==> src/rtl/output_assembler_if.sv <==
// Handshake and data bus between the datapath/controller and the output assembler.
// The master drives transfer control and the nibble stream; the slave returns status and assembled data.
interface output_assembler_if #(
    parameter int NIB_W     = 4,
    parameter int MAIN_NIBS = 16,
    parameter int REGS_NIBS = 64
);
    localparam int MIDX_W = $clog2(MAIN_NIBS);
    localparam int IDX_W  = $clog2(REGS_NIBS);
    localparam int CNT_W  = $clog2(REGS_NIBS + 1);

    logic                         wStart;
    logic                         wSelecOrigin;
    logic [MIDX_W-1:0]            wSelecMain;
    logic [IDX_W-1:0]             wSelecRegs;
    logic [CNT_W-1:0]             wCount;
    logic [NIB_W-1:0]             r;
    logic                         rValid;
    logic                         rReady;
    logic                         wBusy;
    logic                         wDone;
    logic [MAIN_NIBS*NIB_W-1:0]   wData;
    logic [REGS_NIBS*NIB_W-1:0]   wDataRegs;

    modport master (
        output wStart, wSelecOrigin, wSelecMain, wSelecRegs, wCount, r, rValid,
        input  rReady, wBusy, wDone, wData, wDataRegs
    );

    modport slave (
        input  wStart, wSelecOrigin, wSelecMain, wSelecRegs, wCount, r, rValid,
        output rReady, wBusy, wDone, wData, wDataRegs
    );
endinterface

==> src/rtl/output_assembler.sv <==
// Packs a stream of nibbles into the main word or the register bank from a start index with wrap.
// Optional feature: CLEAR_ON_START_EN clears the selected destination when a transfer is accepted.
module output_assembler #(
    parameter int NIB_W     = 4,
    parameter int MAIN_NIBS = 16,
    parameter int REGS_NIBS = 64
) (
    input  logic             clk,
    input  logic             rst_n,
    output_assembler_if.slave bus
);
    localparam int MIDX_W = $clog2(MAIN_NIBS);
    localparam int IDX_W  = $clog2(REGS_NIBS);
    localparam int CNT_W  = $clog2(REGS_NIBS + 1);

    localparam logic [1:0] ST_IDLE = 2'd0;
    localparam logic [1:0] ST_RUN  = 2'd1;
    localparam logic [1:0] ST_DONE = 2'd2;

    logic [1:0]                 state_r;
    logic [1:0]                 state_s;
    logic                       origin_r;
    logic [IDX_W-1:0]           idx_r;
    logic [IDX_W-1:0]           idx_nxt_s;
    logic [MIDX_W-1:0]          main_idx_inc_s;
    logic [CNT_W-1:0]           rem_r;
    logic [CNT_W-1:0]           count_sat_s;
    logic                       start_s;
    logic                       xfer_s;
    logic                       ready_r;
    logic                       busy_r;
    logic                       done_r;
    logic [MAIN_NIBS*NIB_W-1:0] data_r;
    logic [REGS_NIBS*NIB_W-1:0] regs_r;

    assign count_sat_s    = (bus.wCount > CNT_W'(REGS_NIBS)) ? CNT_W'(REGS_NIBS) : bus.wCount;
    assign start_s        = (state_r == ST_IDLE) && bus.wStart;
    assign xfer_s         = (state_r == ST_RUN) && ready_r && bus.rValid;
    assign main_idx_inc_s = idx_r[MIDX_W-1:0] + MIDX_W'(1);

    // Main word wraps at its own size; the bank wraps naturally at the index width.
    always_comb begin
        idx_nxt_s = idx_r;
        if (origin_r) begin
            idx_nxt_s = idx_r + IDX_W'(1);
        end else begin
            idx_nxt_s = IDX_W'(main_idx_inc_s);
        end
    end

    // Next-state decode of the transfer sequencer.
    always_comb begin
        state_s = state_r;
        case (state_r)
            ST_IDLE: begin
                if (bus.wStart) begin
                    state_s = (count_sat_s == CNT_W'(0)) ? ST_DONE : ST_RUN;
                end else begin
                    state_s = ST_IDLE;
                end
            end
            ST_RUN: begin
                if (xfer_s && (rem_r == CNT_W'(1))) begin
                    state_s = ST_DONE;
                end else begin
                    state_s = ST_RUN;
                end
            end
            ST_DONE: state_s = ST_IDLE;
            default: state_s = ST_IDLE;
        endcase
    end

    // State and status outputs, registered from the next state so they align with it.
    always_ff @(posedge clk or negedge rst_n) begin
        if (!rst_n) begin
            state_r <= ST_IDLE;
            ready_r <= 1'b0;
            busy_r  <= 1'b0;
            done_r  <= 1'b0;
        end else begin
            state_r <= state_s;
            ready_r <= (state_s == ST_RUN);
            busy_r  <= (state_s != ST_IDLE);
            done_r  <= (state_s == ST_DONE);
        end
    end

    // Transfer context: destination, write index and remaining nibble count.
    always_ff @(posedge clk or negedge rst_n) begin
        if (!rst_n) begin
            origin_r <= 1'b0;
            idx_r    <= '0;
            rem_r    <= '0;
        end else if (start_s) begin
            origin_r <= bus.wSelecOrigin;
            idx_r    <= bus.wSelecOrigin ? bus.wSelecRegs : IDX_W'(bus.wSelecMain);
            rem_r    <= count_sat_s;
        end else if (xfer_s) begin
            idx_r <= idx_nxt_s;
            rem_r <= rem_r - CNT_W'(1);
        end else begin
            rem_r <= rem_r;
        end
    end

    // Destination storage; only the selected vector is ever touched.
    always_ff @(posedge clk or negedge rst_n) begin
        if (!rst_n) begin
            data_r <= '0;
            regs_r <= '0;
        end else if (xfer_s) begin
            if (origin_r) begin
                regs_r[idx_r*NIB_W +: NIB_W] <= bus.r;
            end else begin
                data_r[idx_r[MIDX_W-1:0]*NIB_W +: NIB_W] <= bus.r;
            end
        end
`ifdef CLEAR_ON_START_EN
        else if (start_s) begin
            if (bus.wSelecOrigin) begin
                regs_r <= '0;
            end else begin
                data_r <= '0;
            end
        end
`endif
        else begin
            data_r <= data_r;
        end
    end

    assign bus.rReady    = ready_r;
    assign bus.wBusy     = busy_r;
    assign bus.wDone     = done_r;
    assign bus.wData     = data_r;
    assign bus.wDataRegs = regs_r;
endmodule

==> src/flat_wrapper.sv <==
// flat-port wrapper written by rule: the top's interface ports become plain ports
module output_assembler_flat 
#(
    parameter int NIB_W     = 4,
    parameter int MAIN_NIBS = 16,
    parameter int REGS_NIBS = 64
)
  (clk, rst_n, bus_wStart, bus_wSelecOrigin, bus_wSelecMain, bus_wSelecRegs, bus_wCount, bus_r, bus_rValid, bus_rReady, bus_wBusy, bus_wDone, bus_wData, bus_wDataRegs);
  output_assembler_if #(.NIB_W(NIB_W), .MAIN_NIBS(MAIN_NIBS), .REGS_NIBS(REGS_NIBS)) bus_i ();
  input  logic clk;
  input  logic rst_n;
  input wire logic [$bits(bus_i.wStart)-1:0] bus_wStart;
  input wire logic [$bits(bus_i.wSelecOrigin)-1:0] bus_wSelecOrigin;
  input wire logic [$bits(bus_i.wSelecMain)-1:0] bus_wSelecMain;
  input wire logic [$bits(bus_i.wSelecRegs)-1:0] bus_wSelecRegs;
  input wire logic [$bits(bus_i.wCount)-1:0] bus_wCount;
  input wire logic [$bits(bus_i.r)-1:0] bus_r;
  input wire logic [$bits(bus_i.rValid)-1:0] bus_rValid;
  output wire logic [$bits(bus_i.rReady)-1:0] bus_rReady;
  output wire logic [$bits(bus_i.wBusy)-1:0] bus_wBusy;
  output wire logic [$bits(bus_i.wDone)-1:0] bus_wDone;
  output wire logic [$bits(bus_i.wData)-1:0] bus_wData;
  output wire logic [$bits(bus_i.wDataRegs)-1:0] bus_wDataRegs;
  assign bus_i.wStart = bus_wStart;
  assign bus_i.wSelecOrigin = bus_wSelecOrigin;
  assign bus_i.wSelecMain = bus_wSelecMain;
  assign bus_i.wSelecRegs = bus_wSelecRegs;
  assign bus_i.wCount = bus_wCount;
  assign bus_i.r = bus_r;
  assign bus_i.rValid = bus_rValid;
  assign bus_rReady = bus_i.rReady;
  assign bus_wBusy = bus_i.wBusy;
  assign bus_wDone = bus_i.wDone;
  assign bus_wData = bus_i.wData;
  assign bus_wDataRegs = bus_i.wDataRegs;
  output_assembler #(.NIB_W(NIB_W), .MAIN_NIBS(MAIN_NIBS), .REGS_NIBS(REGS_NIBS)) u_core (.clk(clk), .rst_n(rst_n), .bus(bus_i));
endmodule
==> config.mk <==
export PLATFORM = sky130hd
export DESIGN_NAME = output_assembler_flat
export DESIGN_NICKNAME = d
export VERILOG_FILES = /design/src/rtl/output_assembler_if.sv /design/src/rtl/output_assembler.sv /design/src/flat_wrapper.sv
export SDC_FILE = /design/constraint.sdc
export NUM_CORES = 1
export LEC_CHECK = 0
export CORE_MARGIN = 10
export CORE_UTILIZATION = 48
export DETAILED_ROUTE_END_ITERATION = 16
export GPL_ROUTABILITY_DRIVEN = 1
export PLACE_DENSITY = 0.77
export SLEW_MARGIN = 20
export SYNTH_ARGS = -nofsm -noshare
export SYNTH_HDL_FRONTEND = slang
export SYNTH_SLANG_ARGS = --single-unit
==> constraint.sdc <==
create_clock -name clk -period 3.6 [get_ports clk]
set_input_delay 0.9 -clock clk [delete_from_list [all_inputs] [get_ports clk]]
set_output_delay 0.9 -clock clk [all_outputs]
set_load 0.01 [all_outputs]
== After elaboration in Yosys (flattened, before gate mapping) ==
Cells that the tools add are included.

* Flip-flop bits (word level): 339
* Input port bits: 26

* Order comparisons: 1
* Bitwise logic cells: 1
* Shift-type cells: 4
* Muxes and demuxes: 13
* Equal/unequal tests: 4
* $add $sub $neg: 5
* Reductions and logical operators: 10

{| class="wikitable"
|+ Operators with widths
! cell !! number
|-
| bitwise mux 256 bit || 1
|-
| variable shift 4 x 34 -> 256 bit, first input constant || 1
|-
| indexed part select 4 x 34 -> 256 bit || 1
|-
| bitwise mux 64 bit || 1
|-
| variable shift 4 x 34 -> 64 bit, first input constant || 1
|-
| indexed part select 4 x 34 -> 64 bit || 1
|-
| negator 6 -> 34 bit || 1
|-
| negator 8 -> 34 bit || 1
|-
| 2-to-1 mux 6 bit || 4
|-
| 2-to-1 mux 7 bit || 3
|-
| == test 7 x 1 -> 1 bit, second input constant || 1
|-
| > comparator 7 bit, second input constant || 1
|-
| logical NOT 7 bit || 1
|-
| subtractor 7 x 1 -> 7 bit, second input constant || 1
|-
| adder 6 x 1 -> 6 bit, second input constant || 1
|-
| 2-to-1 mux 2 bit || 3
|-
| adder 4 x 1 -> 4 bit, second input constant || 1
|-
| == test 2 x 1 -> 1 bit, second input constant || 2
|-
| logical AND 1 bit || 4
|-
| one-hot mux 2 bit (2 select lines) || 1
|-
| AND reduction 2 bit || 2
|-
| nonzero test 2 bit || 2
|-
| == test 2 bit, second input constant || 1
|-
| logical NOT 2 bit || 1
|-
| NOT 1 bit || 1
|}

== Depth between registers and ports, before layout ==
Gate-level depths: netlist (run 1).

* Word-level depth: 7
* Mapped depth: 12
* Mapped depth without buffers: 8

== Worst setup path before layout (run 1) ==
OpenSTA, ideal clock, no wires.

* Path kind: flip-flop to flip-flop
* From: register u_core.idx_r[0]
* To: register u_core.regs_r[48] (netlist: u_core.bus.wDataRegs[48])
* Buffers on the path: 2
* Stages on the path, launching flop included: 10
* Data required time: 3475 ps
* Slack: 676 ps
* Period minus slack after synthesis: 2924 ps
* Data arrival time: 2800 ps
* Path through: dfrtp_1 -> clkbuf_1 -> inv_1 -> ha_1 -> buf_4 -> nand2b_1 -> a211oi_1 -> nand3_1 -> nor2_1 -> mux2_2

* Word-level cells in the longest chain between the ends: 3
* Elaborated cells on any way between the ends: 4

{| class="wikitable"
|+ RTL lines
! element !! line !! RTL
|-
| start, declared || output_assembler.sv:23 || <nowiki>logic [IDX_W-1:0] idx_r;</nowiki>
|-
| start signal, assigned || output_assembler.sv:97 || <nowiki>idx_r <= bus.wSelecOrigin ? bus.wSelecRegs : IDX_W'(bus.wSelecMain);</nowiki>
|-
| start signal, assigned || output_assembler.sv:100 || <nowiki>idx_r <= idx_nxt_s;</nowiki>
|-
| negator 8 -> 34 bit (*) || output_assembler.sv:114 || <nowiki>regs_r[idx_r*NIB_W +: NIB_W] <= bus.r;</nowiki>
|-
| indexed part select 4 x 34 -> 256 bit / variable shift 4 x 34 -> 256 bit (equally long branches) || output_assembler.sv:114 ||
|-
| bitwise mux 256 bit (*) || output_assembler.sv:114 ||
|-
| end signal, assigned by index || output_assembler.sv:114 ||
|-
| end, declared || output_assembler.sv:34 || <nowiki>logic [REGS_NIBS*NIB_W-1:0] regs_r;</nowiki>
|}

Mark *: on every way between the ends. The rest lies on a longest branch, timed or not.
A chain may end at the register's enable or synchronous reset.

== Worst setup path after layout (run 1) ==
* From: register u_core.idx_r[4]
* To: register u_core.regs_r[50] (netlist: u_core.bus.wDataRegs[50])

Same word-level chain as after synthesis.

==> results of run 1 <==
final cells by class:
class,instances,area share [%]
Clock inverter,13,0.7253
Sequential cell,339,42.76
Multi-Input combinational cell,752,28.58
Inverter,12,0.2271
Tap cell,390,2.460
Clock buffer,53,5.588
Timing Repair Buffer,396,19.65
per-layer routing:
layer | GRT usage [%] | routed length, um | up-vias | part of all wire, %
li1 | - | - | 4857 | -
met1 | 28.73 | 17720 | 5551 | 38
met3 | 7.986 | 4608 | 74 | 9.9
met2 | 41.75 | 22990 | 427 | 49
met4 | 8.225 | 1399 | 0 | 3.0
met5 | 0 | 0 | - | 0
synth_stat cells (3+ instances only):
master	number
nand2b_1	5
o31ai_1	11
clkbuf_1	39
nand2_1	95
nand3_1	26
nor4_2	9
and2_1	10
buf_4	4
ha_1	6
buf_2	6
xor2_1	4
mux2i_1	5
a21oi_1	11
nand3b_1	7
nand4_1	10
or2_2	3
nor3_1	41
dfrtp_1	339
mux2_2	265
o41ai_1	11
inv_1	12
or3_1	3
xnor2_1	7
nor2_1	102
and3_1	8
nor4_1	3
o21ai_0	82
nor3b_1	3
power groups by stage:
stage	Clock, mW	Sequential (mW)	Combinational (mW)
3_5_place_dp	0	4.96	5.10
2_1_floorplan	0	5.10	2.34
6_report	3.89	4.91	5.10
3_3_place_gp	0	4.93	5.01
4_1_cts	3.92	4.90	5.13
5_1_grt	4.07	4.98	5.50
stage by stage:
stage,hold WS [ns],utilization (%),power [mW],cell area (um2),setup slack (ns)
after floorplan,0.4680,-,7.434,14390,0.6755
after global placement,0.4610,62.71,9.946,18590,0.3587
after detailed placement,0.4648,62.71,10.06,18590,0.3130
after CTS,0.4727,66.93,13.96,19840,0.3622
after global routing,0.4960,66.93,14.55,19840,0.06140
final,0.4278,66.93,13.90,19840,0.2850
cell families after synthesis:
logic type               synth area share, %
AO/OA/AOI/OAI                          5.305
XOR/XNOR                              0.6696
adder cells (fa/ha/maj)               0.5218
buffers and inverters                  1.800
flip-flops                             58.96
multiplexers                           21.26
AND/OR/NAND/NOR                        11.48
path summary, 6_finish.rpt:
kind / start / to
worst max register to register: u_core.idx_r[4]$_DFFE_PN0P_ / u_core.bus.wDataRegs[50]$_DFFE_PN0P_
worst min register to register: u_core.bus.wData[3]$_DFFE_PN0P_ / u_core.bus.wData[3]$_DFFE_PN0P_
worst max-delay path: u_core.idx_r[4]$_DFFE_PN0P_ / u_core.bus.wDataRegs[50]$_DFFE_PN0P_
max in group asynchronous: rst_n / u_core.bus.wDataRegs[29]$_DFFE_PN0P_
worst min-delay path: rst_n / u_core.bus.wDataRegs[64]$_DFFE_PN0P_
min in group clk: u_core.bus.wData[3]$_DFFE_PN0P_ / u_core.bus.wData[3]$_DFFE_PN0P_
worst max-delay path: cells and delay by family (launching register included):
family	cells	cell delay, ns
adder cells (fa/ha/maj)	1	0.25
multiplexers	1	0.39
flip-flops	1	0.57
AND/OR/NAND/NOR	3	1.19
buffers and inverters	1	0.16
AO/OA/AOI/OAI	1	0.63
sequential cells by signal, summed over array words and instances (netlist names):
signal,cells
u_core.bus.rReady,1
u_core.bus.wData,64
u_core.origin_r,1
u_core.state_r,2
u_core.bus.wDone,1
u_core.bus.wBusy,1
u_core.idx_r,6
u_core.bus.wDataRegs,256
u_core.rem_r,7
==> results.cfg, run 1 <==
[place]
detailed_place_hpwl_um = 35400
portBuffers = 348
place_inst = 1889
gp_congestion = 0.8371

[drt]
wl_per_cell_um = 23.90
vias = 10910
wirelength_um = 46730
route.detailed.drc = 0
first_pass_iters = 6
via_per_inst = 5.580
final_antenna_net_count = 0
drtIter0Drc = 665

[grt]
grt_start_max_net_pins = 102
antenna_found_initial = 0
grt_overflow = 0
grt_use_total_pct = 24.53
grt_pass1_vias = 11610
grt_pass1_wl_um = 70200

[timing]
hold_viol = 0
period_share_pct = 92.08
relSlewSlack_pct = 45.06
worst_pin_slew_ns = 0.8241
finalSetupViolCount = 0
grt_setup_unrepaired = false
finalCriticalPeriod_ns = 3.315
fin_worst_skew_ns = 0.01410
timing.final.max_slew_violations = 0
fin_setup_tns_ns = 0
fmax_mhz = 301.7

[cts]
cts_tree = built
clockBufferDepth = 3
post_cts.repair.setup_buffers = 0
cts-root-buf = clkbuf_16
cts_resized = 0
numCtsBuffers = 37
clock-sinks = 339
htreeDepth = 2
clk_pin_slew_ns = 0.06
ctsHoldBuffers = 0
clock_latency_ns = 0.52

[setup_path]
rrSetupSlack_ns = 0.28
cp.arrival_ns = 3.72
cpMaxStageDelayCell = a211oi_1
rr_worst_depth = 7
critPathKind = flip-flop to flip-flop
crit_path_max_incr_delay_ns = 0.63
startpoint_type = flip-flop
critPathRequiredTime_ns = 4.00
critPathMaxFanout = 11
cp_cell_sequence = inv_1, and3_1, ha_1, a211oi_1, nand3_1, nor2_1, mux2_2
worstSetupEndpointType = flip-flop

[floorplanning]
core_area_um2 = 29640
num_io_pins = 349
dieArea_um2 = 37300
initial_core_util_pct = 48.54
rows = 63
dieHeight_um = 193.1
fp.dieW_um = 193.1

[synthesis]
yosys.area.top_type = dfrtp_1
avgSynthCellArea_um2 = 12.47
ys_types = 48
syn_nets = 1186
syn_inst = 1154
synth_warnings = 0
synth_top_cell_area_share_pct = 58.96
ys_ff_latch = 339
async_flop_share_pct = 100.0
ys.flop_type = dfrtp_1
synth_area_leaders = dfrtp_1 (59%), mux2_2 (21%), o21ai_0 (2.9%), nor2_1 (2.7%), nand2_1 (2.5%)
syn_area_um2 = 14390
synth-seq-area-share_pct = 58.96
synth_edf_count = 0

[cells_and_area]
layoutNonFillerInstCount = 1955
fin_nets = 1570
drive_above_1_share_pct = 25.62
layout_commonest_cell = clkdlybuf4s50_1
syn2layout_area_growth_pct = 37.88
antenna_cells = 0
nFillCells = 2232
multi_input_area_um2 = 5670
seq_area_um2 = 8483
final_cell_mix = clkdlybuf4s50_1 (347), dfrtp_1 (339), mux2_2 (265)

[power_and_ir_drop]
ir_worst_vdd_mv = 0.4794
seqPwrFrac_pct = 35.3
p_int_mw = 8.833
p_comb_share_pct = 36.7
leakagePower_nw = 8.989
sw_frac_of_total_pct = 36.44
p_per_area_nw_per_um2 = 700.5
power_frac_clock_pct = 28.0
p_switching_mw = 5.064

[min_path]
hp-class = input port to async pin

[run]
cap_viol_max_count = 0

[status]
status = completed
Note: power is estimated with default switching activity, not from simulation.
==> run 2: changes to the inputs <==
- RECOVER_POWER: unset -> 100
==> results.cfg, run 2 (same netlist as run 1, synthesis figures left out) <==
[setup_path]
crit_top_cell = nor3_1
critPathMaxFanout = 9
critPathRequiredTime_ns = 4.00
cp_cell_sequence = nor3_1, and3_1, ha_1, buf_4, nor3_1, clkbuf_1, nand2_1, mux2_2
worstSetupEndpointType = flip-flop
crit_path_max_incr_delay_ns = 0.54
cpLargestDelayFamily = simple AND/OR/NAND/NOR gates
rrSetupSlack_ns = 0.21
path_buf_inv = 2
startpoint_type = flip-flop
critPathKind = flip-flop to flip-flop
cpMaxStageDelayCell = clkbuf_1
cp.arrival_ns = 3.79

[cells_and_area]
largest_reg_flops = 256
postLayoutCoreUtil_pct = 66.37
drive_above_1_share_pct = 24.09
fin_nets = 1570
layout_commonest_cell = dfrtp_1
final_cell_mix = dfrtp_1 (339), dlygate4sd3_1 (325), mux2_2 (263)
fin_area_um2 = 19670
syn2layout_area_growth_pct = 36.73
antenna_cells = 0
layoutNonFillerInstCount = 1955

[timing]
period_share_pct = 94.17
relSlewSlack_pct = -79.22
hold_viol = 0
worst_pin_slew_ns = 2.688
grt_setup_unrepaired = false
fin_worst_skew_ns = 0.01158
fin_setup_tns_ns = 0
finalSetupViolCount = 0
finalCriticalPeriod_ns = 3.390
timing.final.max_slew_violations = 99
fmax_mhz = 295.0

[cts]
cts-root-buf = clkbuf_16
numCtsBuffers = 37
clock-sinks = 339
post_cts.repair.setup_buffers = 0
cts_tree = built
clk_pin_slew_ns = 0.06
clockBufferDepth = 3
ctsHoldBuffers = 0
cts_resized = 0
htreeDepth = 2
clock_latency_ns = 0.52

[floorplanning]
fp.dieW_um = 193.1
rows = 63
dieHeight_um = 193.1
num_io_pins = 349
initial_core_util_pct = 48.54
core_area_um2 = 29640
dieArea_um2 = 37300

[drt]
first_pass_iters = 5
route.detailed.drc = 0
vias = 10930
final_antenna_net_count = 0
wl_per_cell_um = 23.84
drtIter0Drc = 663
wirelength_um = 46600
via_per_inst = 5.589

[place]
place_area_um2 = 18590
detailed_place_hpwl_um = 35400
place_inst = 1889
gp_congestion = 0.8371
portBuffers = 348

[power_and_ir_drop]
ir_worst_vdd_mv = 0.4747
leakagePower_nw = 10.03
p_per_area_nw_per_um2 = 689.5

[grt]
antenna_found_initial = 0
grt_use_total_pct = 24.53
grt_pass1_vias = 11610
grt_start_max_net_pins = 102
grt_overflow = 0
grt_pass1_wl_um = 70200

[run]
cap_viol_max_count = 1

[status]
failed_checks = capacitance limit, slew limit
status = complete, but fails checks

[min_path]
hp-class = flip-flop to flip-flop
## run 2: cell count changes in the layout (fill, tap and decap cells not counted), moves of 4 or more
cell             before  now
nor4_2               10    6
nor4_1                2    7
clkdlybuf4s50_1     347   22
nor2_1              102  106
clkbuf_1              6   16
clkbuf_2              0    7
buf_4                44   28
dlygate4sd3_1         0  325
## run 2: per-stage QoR
step	worst slack (ns)	total power [mW]	hold WS, ns
floorplan	0.6755	7.434	0.4680
global placement	0.3587	9.946	0.4610
detailed placement	0.3130	10.06	0.4648
CTS	0.3622	13.96	0.4727
global route	0.03285	14.22	0.4913
finish	0.2100	13.56	0.4752
## run 2: worst register-to-register path, delay by kind of cell, from the launching register on
family | cells | cell delay [ns]
flops | 1 | 0.47
buf+inv | 2 | 0.76
fa+ha+maj | 1 | 0.33
mux | 1 | 0.36
simple gates | 4 | 1.34
## run 2: report_power, final
part           internal, mW  switching [mW]
clock network          2.36            1.52
logic                  1.78            3.03
registers              4.45           0.431
## run 2: layout make-up
cell class	count	area, um2
Clock inverter	13	143.9
Fill cell	2253	9967
Sequential cell	339	8483
Multi-Input combinational cell	752	5579
Tap cell	390	488.0
Inverter	12	45.04
Clock buffer	53	1109
Timing Repair Buffer	396	3824
## run 2: metal layers
layer	wire [um]	up-vias	part of all wire, %	GRT usage [%]
met5	0	-	0	0
met3	4345	77	9.3	7.986
met4	1407	0	3.0	8.225
met2	22970	400	49	41.75
li1	-	4865	-	-
met1	17880	5585	38	28.73
## run 2: worst paths after layout
kind / from / to / cells after the start
worst max-delay path: u_core.idx_r[0]$_DFFE_PN0P_ / u_core.bus.wDataRegs[143]$_DFFE_PN0P_ / 8
worst min-delay path: u_core.bus.wData[3]$_DFFE_PN0P_ / u_core.bus.wData[3]$_DFFE_PN0P_ / 2
worst max register to register: u_core.idx_r[0]$_DFFE_PN0P_ / u_core.bus.wDataRegs[143]$_DFFE_PN0P_ / 8
worst min register to register: u_core.bus.wData[3]$_DFFE_PN0P_ / u_core.bus.wData[3]$_DFFE_PN0P_ / 2
max in group asynchronous: rst_n / u_core.bus.wDataRegs[29]$_DFFE_PN0P_ / 2
min in group asynchronous: rst_n / u_core.bus.wDataRegs[64]$_DFFE_PN0P_ / 1
==> variant 1: new RTL, config.mk and constraints of run 1 <==
Build with the macro `CLEAR_ON_START_EN` defined.
--- a/src/rtl/output_assembler.sv
+++ b/src/rtl/output_assembler.sv
@@ -1,4 +1,6 @@
 // Packs a stream of nibbles into the main word or the register bank from a start index with wrap.
 // Optional feature: CLEAR_ON_START_EN clears the selected destination when a transfer is accepted.
+`define CLEAR_ON_START_EN
+
 module output_assembler #(
     parameter int NIB_W     = 4,
Formal check against the unedited RTL: same outputs for any inputs over 4 cycles, from zero or initial values and one cycle with rst_n low; that may be too few to reach the edited logic, so the function may still have changed.
==> variant 1 against run 1 <==
  * Routed wire length rose by 14%
  * Critical endpoint is now u_core.bus.wDataRegs[38]
  * First-iteration DRC count rose by 76%
  * Utilization barely moved
  * Sequential cell count did not move
  * Synthesized area rose by 1.7%
  * Cell count rose by 8.5%
  * Cell area rose by 0.78%
  * Total power fell by 3.7%
  * Setup slack improved by 0.086 ns
==> variant 1: results (changes against run 1) <==
R2R Path End u_core.bus.wDataRegs[38]; reg2reg start u_core.idx_r[0]; synth top area cells dfrtp_1 (58%), a22o_1 (7.8%), nand2_1 (4.9%); Max-area cell class flip-flops and latches; post-synth cell types 70 (+46%); Clock Path Buffers 3 (unchanged); Worst Path Arrival 3.62 ns (-0.10 ns); ClkCell Share 6.11% (-0.21 points); post-DR wirelength/cell 25.2 um (+5.5%); largest net degree at the start of global routing 91 (-11%); multi-input combinational area share 29.2% (+0.59 points); Seq/Total Area, Yosys 58.0% (-0.97 points); proportion of layout cells with a drive suffix above 1 8.38% (-17 points); worst hold slack 0.417 ns (-0.0104 ns); root buf cell clkbuf_16; vias in the first global route 13.4k (+16%); dpl hpwl 39.3 mm (+11%); Post-Synth XOR/XNOR Area 0.821% (+0.15 points); main combinational cell family by area after synthesis compound AO/OA/AOI/OAI gates; gr usage total 27.1% (+2.6 points); CP Max Fanout 13 (+2); fillers 2302 (+3.1%); Crit Path Class flop to flop; status finished clean; Final nets 1736 (+11%); mux cell area share after synthesis 4.93% (-16 points); Static Leak 8.78 nW (-2.4%); VDD IR max 392 uV (-18%); slowest CP cell xnor2_2; #MultiIn Comb 916 (+22%); Synth Area in Compound Gates 17.6% (+12 points); first-pass GRT wire length 81.9 mm (+17%); slew at the pin closest to its max-slew limit 0.815 ns (-0.00883 ns); clock buffers 50 (-5.7%); Clock Skew 0.0213 ns (+0.00720 ns); Synth top cells by count dfrtp_1 (339), nand2_1 (192), a22o_1 (130); adder-cell share of the synthesized area 0.513% (-0.0086 points); GP Congestion 0.950 (+13%); NetSw 5.06 mW (about the same); CTS buffer count 36 (-2.7%); drt initial violations 1169 (+76%); grt met2 use 43.4% (+1.6 points); reg2reg setup slack 0.37 ns (+0.09 ns); Non-CTS buffers 398 (+0.51%); met3 Track Usage GR 8.09% (+0.10 points); Inverters 13 (+1); Via density 6.12 (+9.7%); max incr delay on CP 0.69 ns (+0.06 ns); Non-clock buffer share 19.6% (-0.051 points); met1 Track Usage GR 34.0% (+5.3 points); syn_nets 1374 (+16%)
==> variant 1: per-stage QoR <==
step / cells / total power [mW] / utilization [%] / worst slack, ns / area, sq um
after global placement: 2056 / 9.47 / 62.8 / 0.388 / 18800
after floorplan: 1342 / 7.23 / - / 0.763 / 14600
after detailed placement: 2056 / 9.55 / 62.8 / 0.380 / 18800
final: 2121 / 13.4 / 66.9 / 0.371 / 20000
after CTS: 2121 / 13.4 / 66.9 / 0.452 / 20000
after global routing: 2121 / 14.0 / 66.9 / 0.230 / 20000
==> variant 1: metal layers <==
metal	wire, um	vias to the layer above
met5	0	-
met4	1970	0
met3	5150	117
met2	25000	658
met1	21400	6551
li1	-	5660
==> variant 1: power by group through the flow <==
stage	logic [mW]	clock network (mW)	registers, mW
floorplan	2.45	0	4.78
global placement	4.75	0	4.72
detailed placement	4.82	0	4.73
CTS	4.84	3.84	4.67
global route	5.23	4.00	4.73
finish	4.90	3.80	4.68
==> variant 2: new RTL, config.mk and constraints of run 1 <==
Without the edit above. Reset style: synchronous (`rst_n`), changed in 3 clocked blocks.
--- a/src/rtl/output_assembler.sv
+++ b/src/rtl/output_assembler.sv
@@ -73,5 +73,5 @@
 
     // State and status outputs, registered from the next state so they align with it.
-    always_ff @(posedge clk or negedge rst_n) begin
+    always_ff @(posedge clk) begin
         if (!rst_n) begin
             state_r <= ST_IDLE;
@@ -88,5 +88,5 @@
 
     // Transfer context: destination, write index and remaining nibble count.
-    always_ff @(posedge clk or negedge rst_n) begin
+    always_ff @(posedge clk) begin
         if (!rst_n) begin
             origin_r <= 1'b0;
@@ -106,5 +106,5 @@
 
     // Destination storage; only the selected vector is ever touched.
-    always_ff @(posedge clk or negedge rst_n) begin
+    always_ff @(posedge clk) begin
         if (!rst_n) begin
             data_r <= '0;
Function: differs if rst_n is asserted again (counterexample within 4 cycles, from zero or initial values and one cycle with rst_n low); with rst_n held inactive, the same outputs for 4 cycles.
==> variant 2 against run 1 <==
  * Synthesized area up 8.0%
  * Cell area up 4.0%
  * Via count grew 27%
  * Cell count grew 22%
  * Sequential share of layout area fell by 9.9 points
  * Sequential cell count is the same
  * Setup slack better by 0.066 ns
  * Routed wire length rose by 17%
  * Critical path depth is the same
  * Critical path type unchanged
  * Critical endpoint is now u_core.bus.wDataRegs[164]
Power is not compared: it rests on default switching activity, and its combinational part moved more than twofold at a synthesized area within 25%.
==> variant 2: results (changes against run 1) <==
Final nets 1992 (+27%); Clock Skew 0.0127 ns (-0.00140 ns); post-DR wirelength/cell 22.9 um (-4.1%); Post-Synth XOR/XNOR Area 0.604% (-0.066 points); drt initial violations 1065 (+60%); Largest register FFs 256 (unchanged); GP Congestion 0.928 (+11%); Synth Area in Compound Gates 5.21% (-0.097 points); Synth top cells by count nand2_1 (361), dfxtp_1 (339), mux2i_1 (283); asr flop ratio synth 0% (-100 points); multi-input logic area 0.00811 sq mm (+43%); Vias 13.9k (+27%); Post-CTS Repair Setup Buffers 0 (unchanged); Placed Instances 2323 (+23%); pre-CTS setup slack 0.416 ns (+0.103 ns); HP Class flop to flop; Worst Path Arrival 3.69 ns (-0.03 ns); synth top area cells dfxtp_1 (44%), mux2i_1 (18%), nand2_1 (8.7%); status finished clean; CTS buffer count 37 (unchanged); gr usage total 26.3% (+1.8 points); post-synth cell types 74 (+54%); Seq/Total Area, Yosys 43.7% (-15 points); hold path start u_core.bus.wDataRegs[254]; proportion of layout cells with a drive suffix above 1 10.4% (-15 points); Worst Setup SP u_core.idx_r[1]; adder-cell share of the synthesized area 0.483% (-0.039 points); largest net degree at the start of global routing 154 (+51%); Post-Layout Cell Count 2389 (+22%); vias in the first global route 13.8k (+19%); dpl hpwl 39.9 mm (+13%); IO buf count 348 (unchanged); Slew HR 29.4% (-16 points); Cell Area, Placed 0.0194 sq mm (+4.4%); mux cell area share after synthesis 18.8% (-2.5 points); Clock Path Buffers 3 (unchanged); first-pass iteration count of the detailed router 5 (-1); Static Leak 7.13 nW; first-pass GRT wire length 82.9 mm (+18%); fillers 2499 (+12%); CP Max Fanout 10 (-1); synthesized instance count 1660 (+44%); VDD IR max 332 uV; dominant synthesized flop cell dfxtp_1
==> variant 2: cell count changes after synthesis, sizes merged, moves of 81 or more <==
cell,change
nand2,+266
mux2i,+278
mux2,-260
nor2,-81
dfrtp,-339
nand3,+108
dfxtp,+339
==> variant 2: logic make-up (layout without fill, tap and decap cells) <==
group	Yosys count	after routing
xor+xnor	9	9
mux	290	290
simple gates	735	735
flops	339	339
fa+ha+maj	6	6
buf+inv	155	482
compound gates	126	126
==> variant 2: where the power goes <==
group,leakage [nW],switching [mW],internal (mW)
clock network,0.613,1.59,2.27
registers,2.73,0.0187,3.77
logic,3.78,0.960,0.307
total,7.13,2.57,6.34
==> variant 2: cell type report <==
cell class,instances,area share (%)
clock buffer,51,5.29
clock inverter,15,0.673
inverter,9,0.164
multi-input combinational,1166,39.3
sequential,339,32.9
tap,402,2.44
timing repair buffer,407,19.2
==> variant 2: worst paths after layout <==
check,endpoint,slack [ns],depth (start not counted)
min,u_core.bus.wDataRegs[254],0.45,2
max reg2reg,u_core.bus.wDataRegs[164],0.35,7
min reg2reg,u_core.bus.wDataRegs[254],0.45,2
max,u_core.bus.wDataRegs[164],0.35,7
==> variant 2: routing by layer <==
| metal | track usage [%] | wire (um) | up-vias |
|---|---|---|---|
| li1 | - | - | 6437 |
| met1 | 31.9 | 21800 | 6691 |
| met2 | 43.9 | 26000 | 607 |
| met3 | 6.92 | 4880 | 123 |
| met4 | 10.1 | 2130 | 0 |
| met5 | 0 | 0 | - |
==> variant 2: critical path, cell delays in order, from the launching register on <==
cell and delay, ns:
dfxtp_1 0.37, nor3_1 0.38, ha_1 0.43, buf_4 0.22, nand3b_1 0.23, nor4_1 0.82, nand3_1 0.44, mux2i_1 0.27
